$ cat src/rtl/pipeline_hazard_ctrl_pkg.sv
// Shared definitions for the LEGv8 pipeline hazard and sequencing controller:
// FSM state encodings, the zero-register number and default fill depth.
package pipeline_hazard_ctrl_pkg;

  // FSM state encodings kept as plain constants so legacy code can compare
  // against the two-bit debug state output directly.
  localparam logic [1:0] ST_FILL = 2'd0;
  localparam logic [1:0] ST_RUN  = 2'd1;
  localparam logic [1:0] ST_HALT = 2'd2;
  localparam logic [1:0] ST_STEP = 2'd3;

  // X31 reads as zero and is never a real producer, so it cannot cause a hazard.
  localparam logic [4:0] XZR = 5'd31;

  // Number of cycles after reset during which architectural writes are blocked.
  localparam int DEFAULT_FILL_CYCLES = 4;

  // Bundle of every datapath control produced by the controller.
  typedef struct packed {
    logic pipe_en;
    logic pc_write;
    logic ifid_write;
    logic idex_bubble;
    logic flush;
    logic wr_allow;
  } ctrl_t;

  // The pipeline advances in every state except HALT.
  function automatic logic state_advances(input logic [1:0] st);
    return st != ST_HALT;
  endfunction

  // Performance counters and architectural writes are live only in RUN and STEP.
  function automatic logic state_commits(input logic [1:0] st);
    return (st == ST_RUN) || (st == ST_STEP);
  endfunction

endpackage

$ cat src/rtl/pipeline_hazard_ctrl_sat_counter.sv
// Saturating up-counter with synchronous clear; holds at all-ones once reached.
module sat_counter #(
  parameter int WIDTH = 16
) (
  input  logic             clk,
  input  logic             clear,
  input  logic             inc,
  output logic [WIDTH-1:0] count
);

  logic [WIDTH-1:0] count_r;

  // Clear has priority; otherwise count up on inc until all-ones, then hold.
  always_ff @(posedge clk) begin
    if (clear) begin
      count_r <= '0;
    end else if (inc && (count_r != {WIDTH{1'b1}})) begin
      count_r <= count_r + WIDTH'(1);
    end
  end

  assign count = count_r;

endmodule

$ cat src/rtl/pipeline_hazard_ctrl.sv
// Hazard and sequencing controller for the five-stage LEGv8 pipeline.
// Inserts one bubble on load-use hazards, flushes the younger stages on a
// taken branch, blocks architectural writes while the pipeline fills after
// reset, and provides run/halt/single-step debug control.
module pipeline_hazard_ctrl
  import pipeline_hazard_ctrl_pkg::*;
#(
  parameter int FILL_CYCLES = DEFAULT_FILL_CYCLES,
  parameter int CNT_W       = 16
) (
  input  logic             clk,
  input  logic             reset,
  input  logic             run,
  input  logic             step,
  input  logic [4:0]       rn_id,
  input  logic [4:0]       rm_id,
  input  logic             uses_rm_id,
  input  logic             mem_read_ie,
  input  logic [4:0]       write_register_ie,
  input  logic             pc_src,
  output logic             pipe_en,
  output logic             pc_write,
  output logic             ifid_write,
  output logic             idex_bubble,
  output logic             flush,
  output logic             wr_allow,
  output logic [CNT_W-1:0] stall_count,
  output logic [CNT_W-1:0] flush_count,
  output logic [1:0]       state
);

  localparam int FILL_W = (FILL_CYCLES > 2) ? $clog2(FILL_CYCLES) : 1;
  localparam logic [FILL_W-1:0] FILL_LAST = FILL_W'(FILL_CYCLES - 1);

  logic [1:0]        state_r;
  logic [1:0]        state_nxt;
  logic [FILL_W-1:0] fill_cnt;
  logic              fill_last;
  logic              advancing;
  logic              committing;
  logic              haz;
  logic              haz_q;
  logic              branch_q;
  logic              stall;
  logic              stall_inc;
  logic              flush_inc;
  ctrl_t             ctrl;

  assign advancing  = state_advances(state_r);
  assign committing = state_commits(state_r);
  assign fill_last  = (fill_cnt == FILL_LAST);

  // Load-use hazard: the load in execute writes a register the decode
  // instruction reads; the zero register is excluded as a producer.
  always_comb begin
    haz = mem_read_ie
        && (write_register_ie != XZR)
        && ((write_register_ie == rn_id)
            || (uses_rm_id && (write_register_ie == rm_id)));
  end

  // Qualify hazards with the pipeline enable; a taken branch wins over a stall
  // because the stalled instruction is about to be flushed anyway.
  always_comb begin
    haz_q     = haz && advancing;
    branch_q  = pc_src && advancing;
    stall     = haz_q && !branch_q;
    stall_inc = stall && committing;
    flush_inc = branch_q && committing;
  end

  // Mealy control outputs derived from the current state and hazard terms.
  always_comb begin
    ctrl             = '0;
    ctrl.pipe_en     = advancing;
    ctrl.pc_write    = advancing && !stall;
    ctrl.ifid_write  = advancing && !stall;
    ctrl.idex_bubble = stall;
    ctrl.flush       = branch_q;
    ctrl.wr_allow    = committing;
  end

  assign pipe_en     = ctrl.pipe_en;
  assign pc_write    = ctrl.pc_write;
  assign ifid_write  = ctrl.ifid_write;
  assign idex_bubble = ctrl.idex_bubble;
  assign flush       = ctrl.flush;
  assign wr_allow    = ctrl.wr_allow;

  // Next-state selection; in HALT a run request beats a step request.
  always_comb begin
    state_nxt = state_r;
    case (state_r)
      ST_FILL: begin
        if (fill_last) begin
          state_nxt = run ? ST_RUN : ST_HALT;
        end
      end
      ST_RUN: begin
        state_nxt = run ? ST_RUN : ST_HALT;
      end
      ST_HALT: begin
        if (run) begin
          state_nxt = ST_RUN;
        end else if (step) begin
          state_nxt = ST_STEP;
        end
      end
      ST_STEP: begin
        state_nxt = run ? ST_RUN : ST_HALT;
      end
      default: begin
        state_nxt = ST_FILL;
      end
    endcase
  end

  // State register; reset always returns to FILL, discarding any pending step.
  always_ff @(posedge clk) begin
    if (!reset) begin
      state_r <= ST_FILL;
    end else begin
      state_r <= state_nxt;
    end
  end

  // Fill counter advances only while filling and rests at zero elsewhere.
  always_ff @(posedge clk) begin
    if (!reset) begin
      fill_cnt <= '0;
    end else if ((state_r == ST_FILL) && !fill_last) begin
      fill_cnt <= fill_cnt + FILL_W'(1);
    end else begin
      fill_cnt <= '0;
    end
  end

  sat_counter #(
    .WIDTH (CNT_W)
  ) u_stall_counter (
    .clk   (clk),
    .clear (!reset),
    .inc   (stall_inc),
    .count (stall_count)
  );

  sat_counter #(
    .WIDTH (CNT_W)
  ) u_flush_counter (
    .clk   (clk),
    .clear (!reset),
    .inc   (flush_inc),
    .count (flush_count)
  );

  assign state = state_r;

endmodule

$ cat config.mk
export PLATFORM = sky130hd
export DESIGN_NAME = pipeline_hazard_ctrl
export DESIGN_NICKNAME = d
export VERILOG_FILES = /design/src/rtl/pipeline_hazard_ctrl_pkg.sv /design/src/rtl/pipeline_hazard_ctrl_sat_counter.sv /design/src/rtl/pipeline_hazard_ctrl.sv
export SDC_FILE = /design/constraint.sdc
export NUM_CORES = 1
export LEC_CHECK = 0
export CAP_MARGIN = 20
export CORE_UTILIZATION = 35
export DETAILED_ROUTE_END_ITERATION = 10
export PLACE_DENSITY = 0.74
export SYNTH_ARGS = -nofsm -noshare
export SYNTH_HDL_FRONTEND = slang
export SYNTH_SLANG_ARGS = --single-unit
$ cat constraint.sdc
create_clock -name clk -period 4.65 [get_ports clk]
set_clock_uncertainty 0.1 [all_clocks]
set_input_delay 0.465 -clock clk [delete_from_list [all_inputs] [get_ports clk]]
set_output_delay 0.465 -clock clk [all_outputs]
set_load 0.03 [all_outputs]
After elaboration in Yosys (flattened, before gate mapping)
Index checks and enable logic that the tools add are counted.
Cells by class
  multiplexer cells: 5
  shift-type cells: 0
  $mul: 0
  reduce and logical (&&, ||, !) cells: 21
  order comparisons: 0
  $add $sub $neg: 3
  bitwise gates (word level): 0
  equal/unequal tests: 12
  div/mod/pow operators: 0
Operator list (number)
  16-bit by 1-bit adder with 16-bit output (second input constant): 2
  16-bit inequality test (second input constant): 2
  1-bit logical AND: 12
  5-bit == test: 2
  2-bit 2-to-1 mux: 4
  2-bit == test (second input constant): 3
  2-bit one-hot mux with 3 select lines: 1
  5-bit inequality test (second input constant): 1
  2-bit inequality test (second input constant): 2
  2-bit AND reduction: 2
  1-bit logical NOT: 3
  3-bit inequality test (second input constant): 1
  2-bit by 1-bit adder with 2-bit output (second input constant): 1
  2-bit by 1-bit == test with 1-bit output (second input constant): 1
  2-bit logical NOT: 1
  1-bit logical OR: 2
  2-bit OR reduction: 1
Word-level totals
  latch bits: 0
  word-level logic and storage cells: 45
  bits of input ports: 22
  memories kept: 0
  output and inout bits: 40
  bits in writable memories: 0
  ROM bits: 0
  register bits: 36

Logic depth before layout (Yosys ltp)
Gate-level depths: netlist of the first run.
  word-level depth: 8
  mapped depth: 8
  mapped depth without buffers: 7

By module
Synthesis of the first run repeated with hierarchy kept, for this count alone.
Second synthesis, totals
  cell total of the unflattened synthesis: 238
  area, all modules: 2033.2 um^2
Modules (own cells, without submodules)
  sat_counter: cells each 99, area each 848.3 um^2, seq. area each 320.3 um^2, times used 2
  pipeline_hazard_ctrl: cells each 40, area each 336.6 um^2, seq. area each 80.1 um^2, times used 1

Worst setup path before layout of the first run
OpenSTA, ideal clock, no wires.
  path kind: register -> output
  from: register state_r[0] (netlist: state[0])
  to: output port pc_write
  data arrival time: 2307 ps
  data required time: 4085 ps
  buffers on the path: 2
  path slack: 1778 ps
  cell stages (with the launch flop): 5
  cells stage by stage: dfxtp_1 clkbuf_1 nand2b_1 a21boi_0 buf_4
Between the ends
  longest elaborated chain between the ends: 6
  elaborated cells between the ends (all ways): 7
  classes of those cells: 1 x eq/ne; 6 x reduce/logical
RTL lines
  start, declared: line pipeline_hazard_ctrl.sv:35  | logic [1:0] state_r;
  start signal, assigned: line pipeline_hazard_ctrl.sv:123  | state_r <= state_nxt;
  2-bit inequality test *: line pipeline_hazard_ctrl_pkg.sv:30  | return st != ST_HALT;
  named net pipe_en: line pipeline_hazard_ctrl.sv:21  | output logic pipe_en,
  1-bit logical AND: line pipeline_hazard_ctrl.sv:66  | branch_q = pc_src && advancing;
  1-bit logical NOT: line pipeline_hazard_ctrl.sv:67  | stall = haz_q && !branch_q;
  1-bit logical AND: line pipeline_hazard_ctrl.sv:67
  1-bit logical NOT
  1-bit logical AND *
  end, declared: line pipeline_hazard_ctrl.sv:22  | output logic pc_write,
Mark *: on every way through the listed nets, which the timed path passes. The rest lies on a longest branch.

Final worst setup path of the first run
  from: input port write_register_ie[3]
  to: output port idex_bubble
Between the ends
  longest elaborated chain between the ends: 6
  elaborated cells between the ends (all ways): 9
  classes of those cells: 3 x eq/ne; 6 x reduce/logical
RTL lines
  start, declared: line pipeline_hazard_ctrl.sv:19  | input logic [4:0] write_register_ie,
  5-bit == test: line pipeline_hazard_ctrl.sv:59  | || (uses_rm_id && (write_register_ie == rm_id)));
  1-bit logical AND: line pipeline_hazard_ctrl.sv:59
  1-bit logical OR: line pipeline_hazard_ctrl.sv:59
  1-bit logical AND *: line pipeline_hazard_ctrl.sv:58  | && ((write_register_ie == rn_id)
  1-bit logical AND *: line pipeline_hazard_ctrl.sv:65  | haz_q = haz && advancing;
  1-bit logical AND *: line pipeline_hazard_ctrl.sv:67
  end, declared: line pipeline_hazard_ctrl.sv:24  | output logic idex_bubble,
Every way passes the cells marked *; elsewhere a longest branch is shown, timed or not.

==> impl_metrics.py, run 1 <==
metrics = {
    "yosys": {
        "synth_edf_count": 0,
        "avgSynthCellArea_um2": 8.84,
        "synth_cells": 218,
        "post-synth-top-count-cell": "dfxtp_1",
        "ys_seq_area_share_pct": 37.4,
        "yosys.area.top_type": "dfxtp_1",
        "synth-seq-cells": 36,
        "synth.distinct_cells": 39,
        "synth_area_leaders": "dfxtp_1 (37%), xnor2_1 (11%), and2_1 (6.2%), nand3_1 (4.9%), nand2_1 (4.3%)",
        "syn-num-nets": 243,
        "synth_top_area_share_pct": 37.4,
        "synthTopCellsByCount": "dfxtp_1 (36), xnor2_1 (24), nand2_1 (22)",
        "synth_area_um2": 1930,
        "async_flop_share_pct": 0,
        "synthFlopType": "dfxtp_1",
        "yosysWarningCount": 0,
    },
    "routing": {
        "wirelength_mm": 4.38,
        "drt_iter0_markers": 43,
        "ant_nets": 0,
        "viasPerCell": 4.99,
        "first_pass_iters": 4,
        "drc_errors": 0,
        "wl_per_cell_um": 12.5,
        "dr_total_vias": 1748,
    },
    "critical_path": {
        "cpMaxStageDelayCell": "clkdlybuf4s50_1",
        "cp_slowest_stage_delay_ns": 0.69,
        "regToRegEndpoint": "u_stall_counter.count[1]$_SDFFE_PN0P_",
        "crit_fanout": 9,
        "path_cells": "clkdlybuf4s50_1 -> xnor2_1 -> nand3_1 -> o22ai_2 -> and3_1 -> clkdlybuf4s50_1",
        "crit_arrival_ns": 2.64,
        "r2r_cells": 7,
        "r2r_start": "u_stall_counter.count[0]$_SDFFE_PN0P_",
        "end_kind": "primary output",
        "path_class": "input port to primary output",
        "worst-r2r-setup-slack_ns": 2.44,
        "critPathMostFrequentCell": "clkdlybuf4s50_1",
        "critPathLaunchType": "input port",
        "critPathRequiredTime_ns": 4.09,
    },
    "cells_and_area": {
        "antenna_cells": 0,
        "layout-drive-gt1-share_pct": 5.36,
        "fin_nets": 304,
        "area_growth_pct": 39.9,
    },
    "grt": {
        "grt_max_degree": 33,
        "antenna_found_initial": 0,
        "grt_first_pass_wirelength_mm": 7.47,
        "grt_remaining_overflow": 0,
        "grt_use_total_pct": 15.8,
        "grt_pass1_vias": 1638,
    },
    "clock_tree": {
        "cts.sinks": 36,
        "hold_buffers": 0,
        "clk_latency_ns": 0.29,
        "cts_buffers": 5,
        "cts_tree": "done",
        "post_cts_resized": 0,
        "cts_root_buffer": "clkbuf_8",
        "post_cts.repair.setup_buffers": 0,
        "clk_pin_slew_worst_paths_ns": 0.07,
        "htree_levels": 2,
        "cts.path.max_buffers": 2,
    },
    "sta": {
        "rsz0062_at_grt": "no",
        "worstMarginPinSlew_ns": 0.512,
        "period_needed_ns": 3.20,
        "fin_setup_tns_ns": 0,
        "timing.final.hold_violations": 0,
        "max_freq_mhz": 312,
        "setup_viol": 0,
        "maxSlewViolCount": 0,
        "period_share_pct": 68.9,
        "relSlewSlack_pct": 65.6,
    },
    "power": {
        "power_density_nw_per_um2": 247,
        "total_power_uw": 666,
        "power.leakage_uw": 0.000988,
        "ir_drop_mv": 0.140,
    },
    "place": {
        "dpl.hpwl_mm": 3.22,
        "gp_congestion": 0.781,
        "port_buffers": 61,
    },
    "floorplan": {
        "start_util_pct": 37.0,
        "rows": 26,
        "core_area_um2": 5200,
        "die_w_um": 76.2,
        "io_pins": 62,
        "die_h_um": 76.2,
        "dieArea_um2": 5810,
    },
    "min_path": {
        "hold_depth": 1,
        "min_from": "fill_cnt[0]$_SDFF_PN0_",
        "min_to": "fill_cnt[0]$_SDFF_PN0_",
        "min_path_type": "register to register",
    },
    "job": {
        "maxCapViolCount": 0,
    },
    "outcome": {
        "status": "finished clean",
    },
}
-- report_power, final --
part	internal, uW	switching (uW)
clock	159	112
combinational	40.2	36.3
sequential	314	5.21
-- through the flow --
stage	instance area, um^2	util, %	std cells	worst slack (ns)	hold slack, ns
after floorplan	1930	-	218	1.78	0.296
after global placement	2590	49.7	342	1.48	0.307
after detailed placement	2590	49.7	342	1.44	0.320
after CTS	2700	51.8	350	1.44	0.330
after global routing	2700	51.8	350	1.33	0.364
final	2700	51.8	350	1.45	0.330
-- per-layer routing --
layer | part of all wire, % | vias up | wire [um] | track usage (%)
met3 | 3.9 | 7 | 172 | 3.35
met2 | 48 | 41 | 2090 | 27.8
li1 | - | 893 | - | -
met5 | 0 | - | 0 | 0
met4 | 1.5 | 0 | 64 | 5.77
met1 | 47 | 807 | 2050 | 19.0
-- cell families (layout without fill, tap and decap cells) --
logic type / after synthesis / in the layout / synth area share, %
AND/OR/NAND/NOR: 110 / 110 / 32.2
adder cells (fa/ha/maj): 3 / 3 / 1.95
flip-flops: 36 / 36 / 37.4
AO/OA/AOI/OAI: 26 / 26 / 10.5
multiplexers: 3 / 3 / 1.56
buffers and inverters: 10 / 72 / 2.73
XOR/XNOR: 30 / 30 / 13.6
-- cell usage in the layout (no fill, tap or decap), drive strengths merged, types with 3 or more instances in the layout --
| cell | Yosys | routed |
|---|---|---|
| a21boi | 6 | 6 |
| and2 | 19 | 19 |
| and3 | 11 | 11 |
| clkbuf | 6 | 6 |
| clkdlybuf4s50 | 0 | 61 |
| dfxtp | 36 | 36 |
| ha | 3 | 3 |
| mux2i | 3 | 3 |
| nand2 | 23 | 23 |
| nand2b | 6 | 6 |
| nand3 | 19 | 19 |
| nand4 | 8 | 8 |
| nor2 | 6 | 6 |
| nor2b | 4 | 4 |
| nor3 | 4 | 4 |
| o211ai | 3 | 3 |
| o21ai | 5 | 5 |
| o31ai | 5 | 5 |
| or4 | 3 | 3 |
| xnor2 | 24 | 24 |
| xor2 | 6 | 6 |
-- worst max path at each step --
stage,startpoint,end,cells after the start
2_1_floorplan,state[0]$_SDFFE_PN0P_,pc_write,4
3_3_place_gp,write_register_ie[4],idex_bubble,6
3_5_place_dp,write_register_ie[4],idex_bubble,6
4_1_cts,write_register_ie[4],idex_bubble,6
5_1_grt,write_register_ie[3],idex_bubble,6
6_report,write_register_ie[3],idex_bubble,6
-- critical path: cells and delay by family --
family / cells / cell delay [ns]
AO/OA/AOI/OAI: 1 / 0.40
XOR/XNOR: 1 / 0.14
buffers and inverters: 2 / 1.25
AND/OR/NAND/NOR: 2 / 0.38
-- state kept, by name, summed over array words and instances, names as in the netlist --
signal and cells:
u_flush_counter.count 16, state 2, fill_cnt 2, u_stall_counter.count 16
-- cell type report --
class | instances | area (um^2)
Timing Repair Buffer | 62 | 618
Inverter | 2 | 7.51
Clock buffer | 6 | 72.6
Clock inverter | 2 | 35.0
Sequential cell | 36 | 721
Fill cell | 504 | 2510
Multi-Input combinational cell | 172 | 1150
Tap cell | 70 | 87.6
Note: power is estimated with default switching activity, not from simulation.
==> inputs of run 2 (changes only) <==
==> constraint.sdc (replaced) <==
create_clock -name clk -period 3.07 [get_ports clk]
set_clock_uncertainty 0.1 [all_clocks]
set_input_delay 0.307 -clock clk [delete_from_list [all_inputs] [get_ports clk]]
set_output_delay 0.307 -clock clk [all_outputs]
set_load 0.03 [all_outputs]
==> run 2 against run 1 <==
  * Setup slack got worse by 1.1 ns
  * Critical path type unchanged
  * Combinational power rose by 52%
  * Clock power rose by 26%
  * Sequential share of layout area rose by 0.10 points
  * Register-to-register slack got worse by 1.6 ns
  * Flip-flop and latch count did not move
  * Clock-buffer cell count rose by 2
  * Non-clock buffer count rose by 1
  * Critical path depth fell by 1
  * First-iteration DRC count rose by 130%
  * Worst hold slack got worse by 0.013 ns
==> impl_metrics.py, run 2 (same netlist as run 1, synthesis figures left out) <==
metrics = {
    "grt": {
        "antenna_found_initial": 0,
        "grt_first_pass_wirelength_mm": 7.56,
        "grt_remaining_overflow": 0,
        "grt_pass1_vias": 1597,
        "grt_use_total_pct": 16.1,
        "grt_max_degree": 24,
    },
    "clock_tree": {
        "cts.sinks": 36,
        "clk_pin_slew_worst_paths_ns": 0.07,
        "hold_buffers": 0,
        "post_cts_resized": 0,
        "cts_root_buffer": "clkbuf_8",
        "cts.path.max_buffers": 2,
        "clk_latency_ns": 0.29,
        "post_cts.repair.setup_buffers": 0,
        "htree_levels": 2,
        "cts_tree": "done",
        "cts_buffers": 5,
    },
    "sta": {
        "setup_viol": 0,
        "period_share_pct": 87.8,
        "maxSlewViolCount": 0,
        "worstMarginPinSlew_ns": 0.676,
        "period_needed_ns": 2.70,
        "relSlewSlack_pct": 54.5,
        "max_freq_mhz": 371,
        "fin_setup_tns_ns": 0,
        "rsz0062_at_grt": "no",
        "timing.final.hold_violations": 0,
    },
    "routing": {
        "dr_total_vias": 1768,
        "drt_iter0_markers": 98,
        "dr_wl_met2_mm": 2.10,
        "wl_per_cell_um": 12.5,
        "ant_nets": 0,
        "route.met3.wl_um": 180,
        "wl_met1_mm": 2.05,
        "viasPerCell": 5.04,
        "wirelength_mm": 4.37,
        "first_pass_iters": 4,
        "route.top_layer_used": "met4",
        "drc_errors": 0,
    },
    "critical_path": {
        "critPathRequiredTime_ns": 2.66,
        "end_kind": "primary output",
        "critPathLaunchType": "input port",
        "path_class": "input port to primary output",
        "crit_arrival_ns": 2.29,
        "crit_fanout": 3,
    },
    "floorplan": {
        "die_w_um": 76.2,
        "dieArea_um2": 5810,
        "rows": 26,
        "die_h_um": 76.2,
        "core_area_um2": 5200,
        "start_util_pct": 37.0,
        "io_pins": 62,
    },
    "power": {
        "power_density_nw_per_um2": 351,
        "seqPwrFrac_pct": 51.3,
        "swShare_pct": 23.5,
        "ir_drop_mv": 0.229,
        "power.leakage_uw": 0.000984,
        "p_int_uw": 720,
        "switchingPower_uw": 221,
        "combPwrFrac_pct": 12.4,
        "clkPwrFrac_pct": 36.3,
        "total_power_uw": 942,
    },
    "cells_and_area": {
        "mostFrequentLayoutCell": "clkdlybuf4s50_1",
        "fin_nets": 305,
        "antenna_cells": 0,
        "area_growth_pct": 39.4,
        "layout-drive-gt1-share_pct": 5.34,
        "layout_common_cells": "clkdlybuf4s50_1 (61), dfxtp_1 (36), xnor2_1 (24)",
    },
    "outcome": {
        "status": "finished clean",
    },
    "place": {
        "dpl.hpwl_mm": 3.19,
        "port_buffers": 61,
        "gp_congestion": 0.776,
    },
    "job": {
        "maxCapViolCount": 0,
    },
    "min_path": {
        "min_path_type": "register to register",
    },
}
-- run 2: cell count changes in the layout (fill, tap and decap cells not counted) --
cell       change
buf_4          +1
clkbuf_8       +1
bufinv_16      -1
clkbuf_1       +1
clkinv_2       -1
-- run 2: power groups by stage --
stage / combinational (uW) / sequential, uW / clock (uW)
floorplan: 59.7 / 495 / 0
global placement: 116 / 494 / 0
detailed placement: 117 / 494 / 0
CTS: 118 / 483 / 354
global route: 125 / 485 / 374
finish: 116 / 483 / 342
-- run 2: routing by layer --
layer	up-vias	global-route usage, %
met5	-	0
met4	0	4.62
met3	7	3.71
met2	37	27.8
met1	836	20.0
li1	888	-
-- run 2: worst paths after layout --
path	startpoint	endpoint	slack, ns	depth (start not counted)
setup / recovery	write_register_ie[2]	idex_bubble	0.37	5
hold reg to reg	fill_cnt[0]$_SDFF_PN0_	fill_cnt[0]$_SDFF_PN0_	0.32	1
hold / removal	fill_cnt[0]$_SDFF_PN0_	fill_cnt[0]$_SDFF_PN0_	0.32	1
setup reg to reg	u_flush_counter.count[4]$_SDFFE_PN0P_	u_flush_counter.count[12]$_SDFFE_PN0P_	0.81	6
-- run 2: layout make-up --
cell class | instances | area, um^2
repair buffers | 63 | 626
fillers | 504 | 2520
well taps | 70 | 87.6
flip-flops and latches | 36 | 721
inverters | 2 | 7.51
multi-input cells | 172 | 1150
clock buffers | 8 | 90.1
-- run 2: per-stage QoR --
stage | cells | hold slack, ns | setup WS (ns) | cell area [um^2] | utilization (%)
2_1_floorplan | 218 | 0.283 | 0.356 | 1930 | -
3_3_place_gp | 343 | 0.306 | 0.414 | 2590 | 49.9
3_5_place_dp | 343 | 0.314 | 0.350 | 2590 | 49.9
4_1_cts | 351 | 0.325 | 0.351 | 2690 | 51.6
5_1_grt | 351 | 0.349 | 0.296 | 2690 | 51.6
6_report | 351 | 0.317 | 0.375 | 2690 | 51.6
-- run 2: worst max-delay path, cell delays in order --
cell	delay (ns)
clkdlybuf4s50_1	0.47
and3_4	0.21
a311oi_2	0.35
and3_1	0.25
clkdlybuf4s50_1	0.69
